==> config.mk <==
export PLATFORM = sky130hd
export DESIGN_NAME = ram_port_arbiter_flat
export DESIGN_NICKNAME = d
export VERILOG_FILES = /design/src/rtl/ram_port_arbiter_pkg.sv /design/src/rtl/ram_port_arbiter_if.sv /design/src/rtl/ram_port_arbiter_rr_grant.sv /design/src/rtl/ram_port_arbiter.sv /design/src/flat_wrapper.sv
export SDC_FILE = /design/constraint.sdc
export NUM_CORES = 1
export LEC_CHECK = 0
export CORE_AREA = 2 2 112 114
export DETAILED_ROUTE_END_ITERATION = 6
export DIE_AREA = 0 0 114 116
export GPL_TIMING_DRIVEN = 0
export HOLD_SLACK_MARGIN = 0.1
export PLACE_DENSITY = 0.71
export SLEW_MARGIN = 20
export SYNTH_ARGS = -nofsm -noshare
export SYNTH_HDL_FRONTEND = slang
export SYNTH_SLANG_ARGS = --single-unit
==> constraint.sdc <==
create_clock -name clk -period 4.4 [get_ports clk]
set_input_delay 0.88 -clock clk [delete_from_list [all_inputs] [get_ports clk]]
set_output_delay 0.88 -clock clk [all_outputs]
set_load 0.005 [all_outputs]
==> src/rtl/ram_port_arbiter_pkg.sv <==
// ram_arb_pkg: shared constants and helpers for ram_port_arbiter (RAM_ARB_LOCK_EN adds the lock path).
// Revision 1.0
`default_nettype none

package ram_arb_pkg;

    localparam int NUM_REQ_MIN = 2;
    localparam int NUM_REQ_MAX = 16;

    // Bits needed to index n requesters; never less than 1.
    function automatic int clog2(input int n);
        int w;
        w = 1;
        for (int i = 1; i < 32; i++) begin
            if ((1 << i) < n) w = i + 1;
        end
        return w;
    endfunction

    function automatic logic [15:0] onehot_enc(input logic [3:0] idx);
        return 16'(1) << idx;
    endfunction

    function automatic logic [3:0] onehot_dec(input logic [15:0] oh);
        logic [3:0] idx;
        idx = '0;
        for (int i = 0; i < 16; i++) begin
            if (oh[i]) idx = 4'(i);
        end
        return idx;
    endfunction

endpackage

`default_nettype wire

==> src/rtl/ram_port_arbiter_if.sv <==
// ram_port_arbiter_if: requester handshake plus RAM port bundle (req_lock exists only with RAM_ARB_LOCK_EN).
// Revision 1.0
`default_nettype none

interface ram_port_arbiter_if #(
    parameter int NUM_REQ    = 4,
    parameter int DATA_WIDTH = 32,
    parameter int ADDR_WIDTH = 10
);
    logic [NUM_REQ-1:0]            req_valid;
    logic [NUM_REQ-1:0]            req_ready;
    logic [NUM_REQ-1:0]            req_we;
    logic [NUM_REQ*ADDR_WIDTH-1:0] req_addr;
    logic [NUM_REQ*DATA_WIDTH-1:0] req_wdata;
    logic [NUM_REQ-1:0]            rsp_valid;
    logic [DATA_WIDTH-1:0]         rsp_data;
    logic                          ram_we;
    logic [ADDR_WIDTH-1:0]         ram_addr;
    logic [DATA_WIDTH-1:0]         ram_din;
    logic [DATA_WIDTH-1:0]         ram_dout;
`ifdef RAM_ARB_LOCK_EN
    logic [NUM_REQ-1:0]            req_lock;

    modport master (
        output req_valid, req_we, req_addr, req_wdata, req_lock, ram_dout,
        input  req_ready, rsp_valid, rsp_data, ram_we, ram_addr, ram_din
    );
    modport slave (
        input  req_valid, req_we, req_addr, req_wdata, req_lock, ram_dout,
        output req_ready, rsp_valid, rsp_data, ram_we, ram_addr, ram_din
    );
`else
    modport master (
        output req_valid, req_we, req_addr, req_wdata, ram_dout,
        input  req_ready, rsp_valid, rsp_data, ram_we, ram_addr, ram_din
    );
    modport slave (
        input  req_valid, req_we, req_addr, req_wdata, ram_dout,
        output req_ready, rsp_valid, rsp_data, ram_we, ram_addr, ram_din
    );
`endif
endinterface

`default_nettype wire

==> src/rtl/ram_port_arbiter_rr_grant.sv <==
// rr_grant: combinational masked priority scan starting at ptr, wrapping modulo NUM_REQ.
// Revision 1.0
`default_nettype none

module rr_grant
    import ram_arb_pkg::*;
#(
    parameter  int NUM_REQ = 4,
    localparam int PW      = clog2(NUM_REQ)
) (
    input  logic [NUM_REQ-1:0] valid,
    input  logic [NUM_REQ-1:0] mask,
    input  logic [PW-1:0]      ptr,
    output logic [NUM_REQ-1:0] grant,
    output logic [PW-1:0]      idx,
    output logic               any
);

    logic          w_found;
    logic [PW-1:0] w_pos;
    int            w_sum;

    always_comb begin
        grant   = '0;
        w_found = 1'b0;
        w_pos   = '0;
        w_sum   = 0;
        for (int k = 0; k < NUM_REQ; k++) begin
            w_sum = int'(ptr) + k;
            if (w_sum >= NUM_REQ) w_sum = w_sum - NUM_REQ;
            w_pos = PW'(w_sum);
            if (!w_found && valid[w_pos] && mask[w_pos]) begin
                grant[w_pos] = 1'b1;
                w_found      = 1'b1;
            end
        end
        any = w_found;
        idx = PW'(onehot_dec(16'(grant)));
    end

endmodule

`default_nettype wire

==> src/rtl/ram_port_arbiter.sv <==
// ram_port_arbiter: round-robin share of one RAM port with 1-cycle tagged read return (RAM_ARB_LOCK_EN adds locking).
// Revision 1.0
`default_nettype none

module ram_port_arbiter
    import ram_arb_pkg::*;
#(
    parameter int NUM_REQ    = 4,
    parameter int DATA_WIDTH = 32,
    parameter int ADDR_WIDTH = 10
) (
    input  logic                clk,
    input  logic                rstn,
    ram_port_arbiter_if.slave   bus
);

    localparam int            PW     = clog2(NUM_REQ);
    localparam logic [PW-1:0] c_last = PW'(NUM_REQ - 1);

    generate
        if (NUM_REQ < NUM_REQ_MIN || NUM_REQ > NUM_REQ_MAX) begin : g_bad_num_req
            $error("ram_port_arbiter: NUM_REQ out of range");
        end
    endgenerate

    logic [PW-1:0]      r_ptr;
    logic [PW-1:0]      r_sel;
    logic [NUM_REQ-1:0] r_rsp_valid;
    logic [NUM_REQ-1:0] w_grant;
    logic [NUM_REQ-1:0] w_mask;
    logic [PW-1:0]      w_idx;
    logic [PW-1:0]      w_sel;
    logic               w_any;
    logic               w_accept;
    logic               w_lock_beat;

`ifdef RAM_ARB_LOCK_EN
    logic          r_locked;
    logic [PW-1:0] r_owner;

    assign w_mask      = r_locked ? NUM_REQ'(onehot_enc(4'(r_owner))) : '1;
    assign w_lock_beat = bus.req_lock[w_idx];

    always_ff @(posedge clk) begin
        if (!rstn) begin
            r_locked <= 1'b0;
            r_owner  <= '0;
        end else if (w_accept) begin
            r_locked <= w_lock_beat;
            r_owner  <= w_idx;
        end
    end
`else
    assign w_mask      = '1;
    assign w_lock_beat = 1'b0;
`endif

    rr_grant #(.NUM_REQ(NUM_REQ)) u_rr_grant (
        .valid (bus.req_valid),
        .mask  (w_mask),
        .ptr   (r_ptr),
        .grant (w_grant),
        .idx   (w_idx),
        .any   (w_any)
    );

    assign w_accept      = w_any & rstn;
    assign bus.req_ready = rstn ? w_grant : '0;

    // Idle cycles keep the last granted requester on the address/data mux.
    assign w_sel         = w_any ? w_idx : r_sel;
    assign bus.ram_addr  = bus.req_addr[int'(w_sel)*ADDR_WIDTH +: ADDR_WIDTH];
    assign bus.ram_din   = bus.req_wdata[int'(w_sel)*DATA_WIDTH +: DATA_WIDTH];
    assign bus.ram_we    = w_accept & bus.req_we[w_idx];

    // Gating with rstn drops a read whose response would land in a reset cycle.
    assign bus.rsp_valid = rstn ? r_rsp_valid : '0;
    assign bus.rsp_data  = bus.ram_dout;

    always_ff @(posedge clk) begin
        if (!rstn) begin
            r_ptr       <= '0;
            r_sel       <= '0;
            r_rsp_valid <= '0;
        end else if (w_accept) begin
            r_sel       <= w_idx;
            r_rsp_valid <= bus.req_we[w_idx] ? '0 : NUM_REQ'(onehot_enc(4'(w_idx)));
            if (!w_lock_beat) begin
                r_ptr <= (w_idx == c_last) ? '0 : w_idx + 1'b1;
            end
        end else begin
            r_rsp_valid <= '0;
        end
    end

endmodule

`default_nettype wire
==> src/flat_wrapper.sv <==
// flat-port wrapper written by rule: the top's interface ports become plain ports
module ram_port_arbiter_flat import ram_arb_pkg::*;
#(
    parameter int NUM_REQ    = 4,
    parameter int DATA_WIDTH = 32,
    parameter int ADDR_WIDTH = 10
)
  (clk, rstn, bus_req_valid, bus_req_we, bus_req_addr, bus_req_wdata, bus_ram_dout, bus_req_ready, bus_rsp_valid, bus_rsp_data, bus_ram_we, bus_ram_addr, bus_ram_din);
  ram_port_arbiter_if #(.NUM_REQ(NUM_REQ), .DATA_WIDTH(DATA_WIDTH), .ADDR_WIDTH(ADDR_WIDTH)) bus_i ();
  input  logic clk;
  input  logic rstn;
  input wire logic [$bits(bus_i.req_valid)-1:0] bus_req_valid;
  input wire logic [$bits(bus_i.req_we)-1:0] bus_req_we;
  input wire logic [$bits(bus_i.req_addr)-1:0] bus_req_addr;
  input wire logic [$bits(bus_i.req_wdata)-1:0] bus_req_wdata;
  input wire logic [$bits(bus_i.ram_dout)-1:0] bus_ram_dout;
  output wire logic [$bits(bus_i.req_ready)-1:0] bus_req_ready;
  output wire logic [$bits(bus_i.rsp_valid)-1:0] bus_rsp_valid;
  output wire logic [$bits(bus_i.rsp_data)-1:0] bus_rsp_data;
  output wire logic [$bits(bus_i.ram_we)-1:0] bus_ram_we;
  output wire logic [$bits(bus_i.ram_addr)-1:0] bus_ram_addr;
  output wire logic [$bits(bus_i.ram_din)-1:0] bus_ram_din;
  assign bus_i.req_valid = bus_req_valid;
  assign bus_i.req_we = bus_req_we;
  assign bus_i.req_addr = bus_req_addr;
  assign bus_i.req_wdata = bus_req_wdata;
  assign bus_i.ram_dout = bus_ram_dout;
  assign bus_req_ready = bus_i.req_ready;
  assign bus_rsp_valid = bus_i.rsp_valid;
  assign bus_rsp_data = bus_i.rsp_data;
  assign bus_ram_we = bus_i.ram_we;
  assign bus_ram_addr = bus_i.ram_addr;
  assign bus_ram_din = bus_i.ram_din;
  ram_port_arbiter #(.NUM_REQ(NUM_REQ), .DATA_WIDTH(DATA_WIDTH), .ADDR_WIDTH(ADDR_WIDTH)) u_core (.clk(clk), .rstn(rstn), .bus(bus_i));
endmodule
Yosys cells after proc, flatten, opt, wreduce, memory -nomap -nowiden

Cells that the tools add are included.
Widths: inputs -> output; s select.

Output and inout bits: 83
Register bits: 40
Input bits: 210

Shifts and indexed selects: 3
Multiply operators: 1
Equality and inequality tests: 1
Mux-type cells: 45
Bitwise logic cells: 7
Add/sub/neg operators: 8
Reduce and logical (&&, ||, !) cells: 15
$lt $le $gt $ge: 13

Operator list:

| kind                  | number |
|---|---|
| $mux 32               | 5 |
| $ge 32x1->1 const B   | 4 |
| $ge 32x4->1 const B   | 4 |
| $lt 32x3->1 const B   | 4 |
| $shiftx 128x32->32    | 1 |
| $sub 32x4->32 const B | 4 |
| $add 32x3->32 const B | 2 |
| $shiftx 40x32->10     | 1 |
| $mux 4                | 9 |
| $add 32x2->32 const B | 1 |
| $mul 32x4->31 const B | 1 |
| $bmux 1 s2            | 9 |
| $mux 1                | 18 |
| $or 4x4->4            | 3 |
| $logic_and 1x1->1     | 11 |
| $demux 1 s2           | 4 |
| $add 4x1->5 const B   | 1 |
| $eq 4x2->1 const B    | 1 |
| $lt 4x3->1 const B    | 1 |
| $shl 1x4->4 const A   | 1 |
| $logic_not 1->1       | 3 |
| $reduce_or 3->1       | 1 |
| $and 1x1->1           | 2 |
| $not 1->1             | 2 |

Logic depth before layout (Yosys ltp)

Depth in word-level cells: 24
Depth in mapped cells: 10
Mapped depth without buffers: 9

Cells and area by module

From an unflattened synthesis, not the netlist that was laid out.

Cell total of the unflattened synthesis: 1360
Area, all modules: 10178.5 um^2

Modules (own cells, without submodules):

| module           | area an instance (um^2) | cells an instance | seq. area each (um^2) | times used |
|---|---|---|---|---|
| rr_grant         | 5121.2                  | 791               | 0.0                   | 1 |
| ram_port_arbiter | 5057.4                  | 569               | 860.8                 | 1 |

Least setup slack after synthesis

Ideal clock, no wire load.

Kind: flip-flop to output port
From: register u_core.r_ptr[0]
To: output bus_ram_addr[4]
Arrival: 3371 ps
Required time: 3520 ps
Slack: 149 ps
Cell stages (with the launch flop): 11
Path through: dfxtp_1 inv_1 ha_1 mux4_2 or3b_4 a2bb2oi_4 a21oi_2 a211o_2 o21ai_4 buf_12 mux4_2

Word-level cells in the longest chain between the ends: 24
Elaborated cells on any way between the ends: 78

RTL lines:

| what                                                                   | line                   | RTL |
|---|---|---|
| start, declared                                                        | ram_port_arbiter.sv:26 | `logic [PW-1:0] r_ptr;` |
| start signal, assigned                                                 | ram_port_arbiter.sv:89 | `r_ptr <= (w_idx == c_last) ? '0 : w_idx + 1'b1;` |
| parallel branches: the longest is 21 deep, another holds $add 32x2->32 | n/a                    |  |
| $mux 4 *                                                               | ram_port_arbiter.sv:71 | `assign w_sel = w_any ? w_idx : r_sel;` |
| $mul 32x4->31 *                                                        | ram_port_arbiter.sv:72 | `assign bus.ram_addr = bus.req_addr[int'(w_sel)*ADDR_WIDTH +: ADDR_WIDTH];` |
| $shiftx 40x32->10 *                                                    | ram_port_arbiter.sv:72 |  |
| end, declared                                                          | flat_wrapper.sv:21     | `output wire logic [$bits(bus_i.ram_addr)-1:0] bus_ram_addr;` |

Every way passes the cells marked *. The select of a mux whose other input is x is not followed.

Worst setup path after layout

From: register u_core.r_ptr[0]
To: output bus_ram_addr[9]

Same word-level chain as after synthesis.

==> results.txt <==
----------------------------------------------------
[Status]
  Result of the run ... finished with violations
  Violations in the final reports ... negative setup slack

[Pwr]
  Leakage power ... 2.11 nW
  Cell internal pwr ... about 0.0021 W
  Part of the power in the clock network ... 4.6%
  Fraction of power consumed by combinational cells ... 92.0%
  Peak supply drop ... between 0.0002 and 0.0003 V
  Pwr per Cell Area ... 636 mW/mm²
  Switching Power ... 0.00121 W
  Sequential group share of total power ... 3.4%
  Switching fraction of total power ... 36.2%

[STA]
  Relative max-transition margin ... 45.2%
  Worst hold margin ... ~0.68 ns
  Unrepaired setup endpoints after global routing ... true
  Final critical-path required period ... 4.46 ns
  Actual slew at the worst max-slew pin ... between 0.8 and 0.9 ns
  Sum of negative setup slack ... -0.301 ns
  Share of the clock period used by the worst path after layout ... 101%
  Largest clock skew in the final design ... 0.00443 ns
  Number of max-slew violations in the final report ... 0
  Setup violation total in the final timing report ... 13
  Final Hold Fails ... 0
  Worst Setup Slack, final ... -0.0569 ns
  Peak Freq ... 224 MHz

[Setup path]
  Bufs and invs on worst path ... 5
  Cell at the slowest stage of the critical path ... sky130_fd_sc_hd__mux4_2
  Launching element type of the critical path ... flip-flop
  Worst setup slack for register-to-register paths ... 1.53 ns
  Worst path depth ... 13
  Crit path max-delay family ... multiplexers
  Data required time of the worst path ... approximately 3.5 ns
  Crit path capture type ... output port
  Class of the most critical setup path ... reg2out
  Cell-by-cell listing of the critical path ... clkinvlp_4, ha_4, mux4_2, or3b_4, a2bb2oi_4, a21oi_4, a211o_4, o21ai_4, buf_6, buf_8, buf_12, mux4_2, buf_6
  Number of cells traversed by the worst register-to-register path ... 12
  Crit path arrival time ... 3.58 ns
  Delay of the slowest cell on the worst path ... 0.52 ns
  Maximum fanout along the worst path ... 5

[Route]
  Drt first pass iters ... 4
  Total number of vias ... about 2700
  Final routed wire length divided by cell count ... roughly 19 µm
  DRC marker count from the first detailed-route iteration ... 73
  DR DRC count ... 0
  Detailed-route vias per instance ... 4.42
  Final wirelength ... 11500 µm
  Number of nets still failing antenna checks after routing ... 0

[Clocking]
  CTS tree ... built
  Number of buffers added by the clock tree synthesis step ... 3
  Clock insertion delay at the later pin of the skew report ... 0.23 ns
  Maximum root-to-sink buffer count ... 2
  Number of clock sinks ... 8
  Clock transition at the register clock pins on the worst setup and hold paths after CTS ... 0.04 ns
  Number of buffers inserted for hold repair after clock tree synthesis ... 0
  Root cell of the clock tree ... sky130_fd_sc_hd__clkbuf_16
  H-tree depth ... 1

[Die]
  Die boundary width ... 114 µm
  Core Region ... approximately 0.012 mm²
  Floorplan row count ... 40
  Total die area ... 0.0132 mm²
  Number of top-level design ports ... 293
  Chip height ... 116 µm
  Starting utilization of the core area ... 17.3%

[Synth]
  Seq/Total Area, Yosys ... under 10%
  Combined area of all synthesized cells ... 0.00206 mm²
  Largest area contributor in the synthesized netlist ... sky130_fd_sc_hd__mux4_2
  Number of synthesized register bits ... 8
  Post-synth net total ... 389
  Average cell area after synthesis ... ~12 µm²
  Total of warnings raised by yosys ... 0
  Unique masters post-synth ... 40
  Portion of synthesized cell area occupied by the leading cell type ... 42.6%
  Main flop type after synthesis ... sky130_fd_sc_hd__dfxtp_1
  Gate count after technology mapping ... about 170
  Share of synthesized registers carrying an async set or reset ... 0%
  Largest cells by area after synthesis ... sky130_fd_sc_hd__mux4_2 (43%), sky130_fd_sc_hd__buf_4 (12%), sky130_fd_sc_hd__mux2i_1 (9.2%)
  Most repeated cell in the gate-level netlist after synthesis ... sky130_fd_sc_hd__mux4_2
  Commonest cells in the synthesized netlist ... sky130_fd_sc_hd__mux4_2 (39), sky130_fd_sc_hd__buf_4 (32), sky130_fd_sc_hd__mux2i_1 (19)
  Number of enable flip-flop cells after synthesis ... 0

[Place]
  Placed Instances ... 580
  Placed Area ... 0.00485 mm²
  HPWL after detailed placement ... 9780 µm
  Count of buffers from port buffering ... 260
  Routability-driven placement congestion ratio ... 0.764

[Layout]
  Filler-free cell count of the finished design ... roughly 600
  Fin nets ... 684
  Post-layout util ... 44.1%
  Post-route cell area ... 0.00526 mm²
  P&R area growth vs syn ... 155%
  Ratio of cells with drive above 1 in the final layout ... 37.3%
  Antenna fix cells ... 0

[Global route]
  Number of global-route vias before repair ... 2943
  Number of antenna violations at the first check in global routing ... 1
  Wire length of the first global-routing pass ... 16000 µm
  Maximum number of pins on one net before global-route repair ... 11
  Remaining global-route overflow ... 0
  GRT Util Overall ... 15.8%

[Hold path]
  Worst Hold Path Cells ... 3
  HP Class ... reg2reg

[Run]
  Max_cap viols ... 0

----------------------------------------------------
## placed cells by master (no fill, tap or decap), drive strengths merged, types with 3 or more instances in the layout
cell type / Yosys / routed
dlygate4sd2: 0 / 5
a21oi: 5 / 5
nand2: 3 / 3
mux2i: 19 / 19
clkbuf: 2 / 12
nor2: 9 / 9
or3b: 3 / 3
ha: 6 / 6
inv: 6 / 5
buf: 39 / 103
dfxtp: 8 / 8
mux4: 39 / 39
clkdlybuf4s50: 0 / 214
and2: 5 / 5
## timing repair
item	in CTS	in global routing
hold endpoints to repair	0	0
setup endpoints to repair	43	40
pin swaps	4	7
buffers inserted	26	8
resized for setup	201	35
gates cloned	2	1
## power by group through the flow
| stage | Clock (W) | Sequential [W] | Combinational [W] |
|---|---|---|---|
| 2_1_floorplan | 0 | 0.000115 | 0.00147 |
| 3_3_place_gp | 0 | 0.000121 | 0.00265 |
| 3_5_place_dp | 0 | 0.000122 | 0.00267 |
| 4_1_cts | 0.000155 | 0.000114 | 0.00299 |
| 5_1_grt | 0.000161 | 0.000116 | 0.00329 |
| 6_report | 0.000153 | 0.000114 | 0.00308 |
## through the flow
stage	total power [W]	setup WS [ns]
final	0.00334	-0.0569
after global routing	0.00356	-0.156
after CTS	0.00326	-0.171
after detailed placement	0.00279	-1.03
after global placement	0.00277	-0.940
after floorplan	0.00158	0.149
## routing by layer
metal,vias to the layer above,track usage [%],share of wire (%)
li1,1250,-,-
met1,1298,16.5,34
met2,150,31.5,56
met3,12,4.71,8.3
met4,2,2.36,1.3
met5,-,0,0.11
## path summary, 6_finish.rpt
kind	start	end
worst min register to register	u_core.r_ptr[1]$_SDFFE_PN0P_	u_core.r_ptr[1]$_SDFFE_PN0P_
worst min-delay path	u_core.r_ptr[1]$_SDFFE_PN0P_	u_core.r_ptr[1]$_SDFFE_PN0P_
worst max-delay path	u_core.r_ptr[0]$_SDFFE_PN0P_	bus_ram_addr[9]
worst max register to register	u_core.r_ptr[0]$_SDFFE_PN0P_	u_core.r_sel[0]$_SDFFE_PN0P_
## flip-flops by register name, indices dropped and copies added (netlist names)
name and flops:
u_core.r_rsp_valid 4, u_core.r_ptr 2, u_core.r_sel 2
## cells by family (layout without fill, tap and decap cells)
| group | Yosys count | count (layout) | share of synthesized area (%) |
|---|---|---|---|
| muxes | 59 | 59 | 52.4 |
| buffers and inverters | 47 | 340 | 17.7 |
| adders and majority gates | 6 | 6 | 3.64 |
| DFF | 8 | 8 | 7.77 |
| AOI/OAI and AO/OA | 20 | 20 | 9.29 |
| and+or+nand+nor | 33 | 33 | 9.17 |
## area by class of cell
class	instances	area, µm²
Buffer	38	297
Clock buffer	3	75.1
Fill cell	1125	6650
Inverter	6	26.3
Multi-Input combinational cell	118	1650
Sequential cell	8	168
Tap cell	147	184
Timing Repair Buffer	293	2860
## worst reg2reg max path, delay by kind of cell (launching register included)
family | cells | cell delay [ns]
fa+ha+maj | 1 | 0.28
flops | 1 | 0.36
mux | 1 | 0.52
buf+inv | 4 | 0.49
simple gates | 2 | 0.43
compound gates | 4 | 0.69
Note: power is estimated with default switching activity, not from simulation.
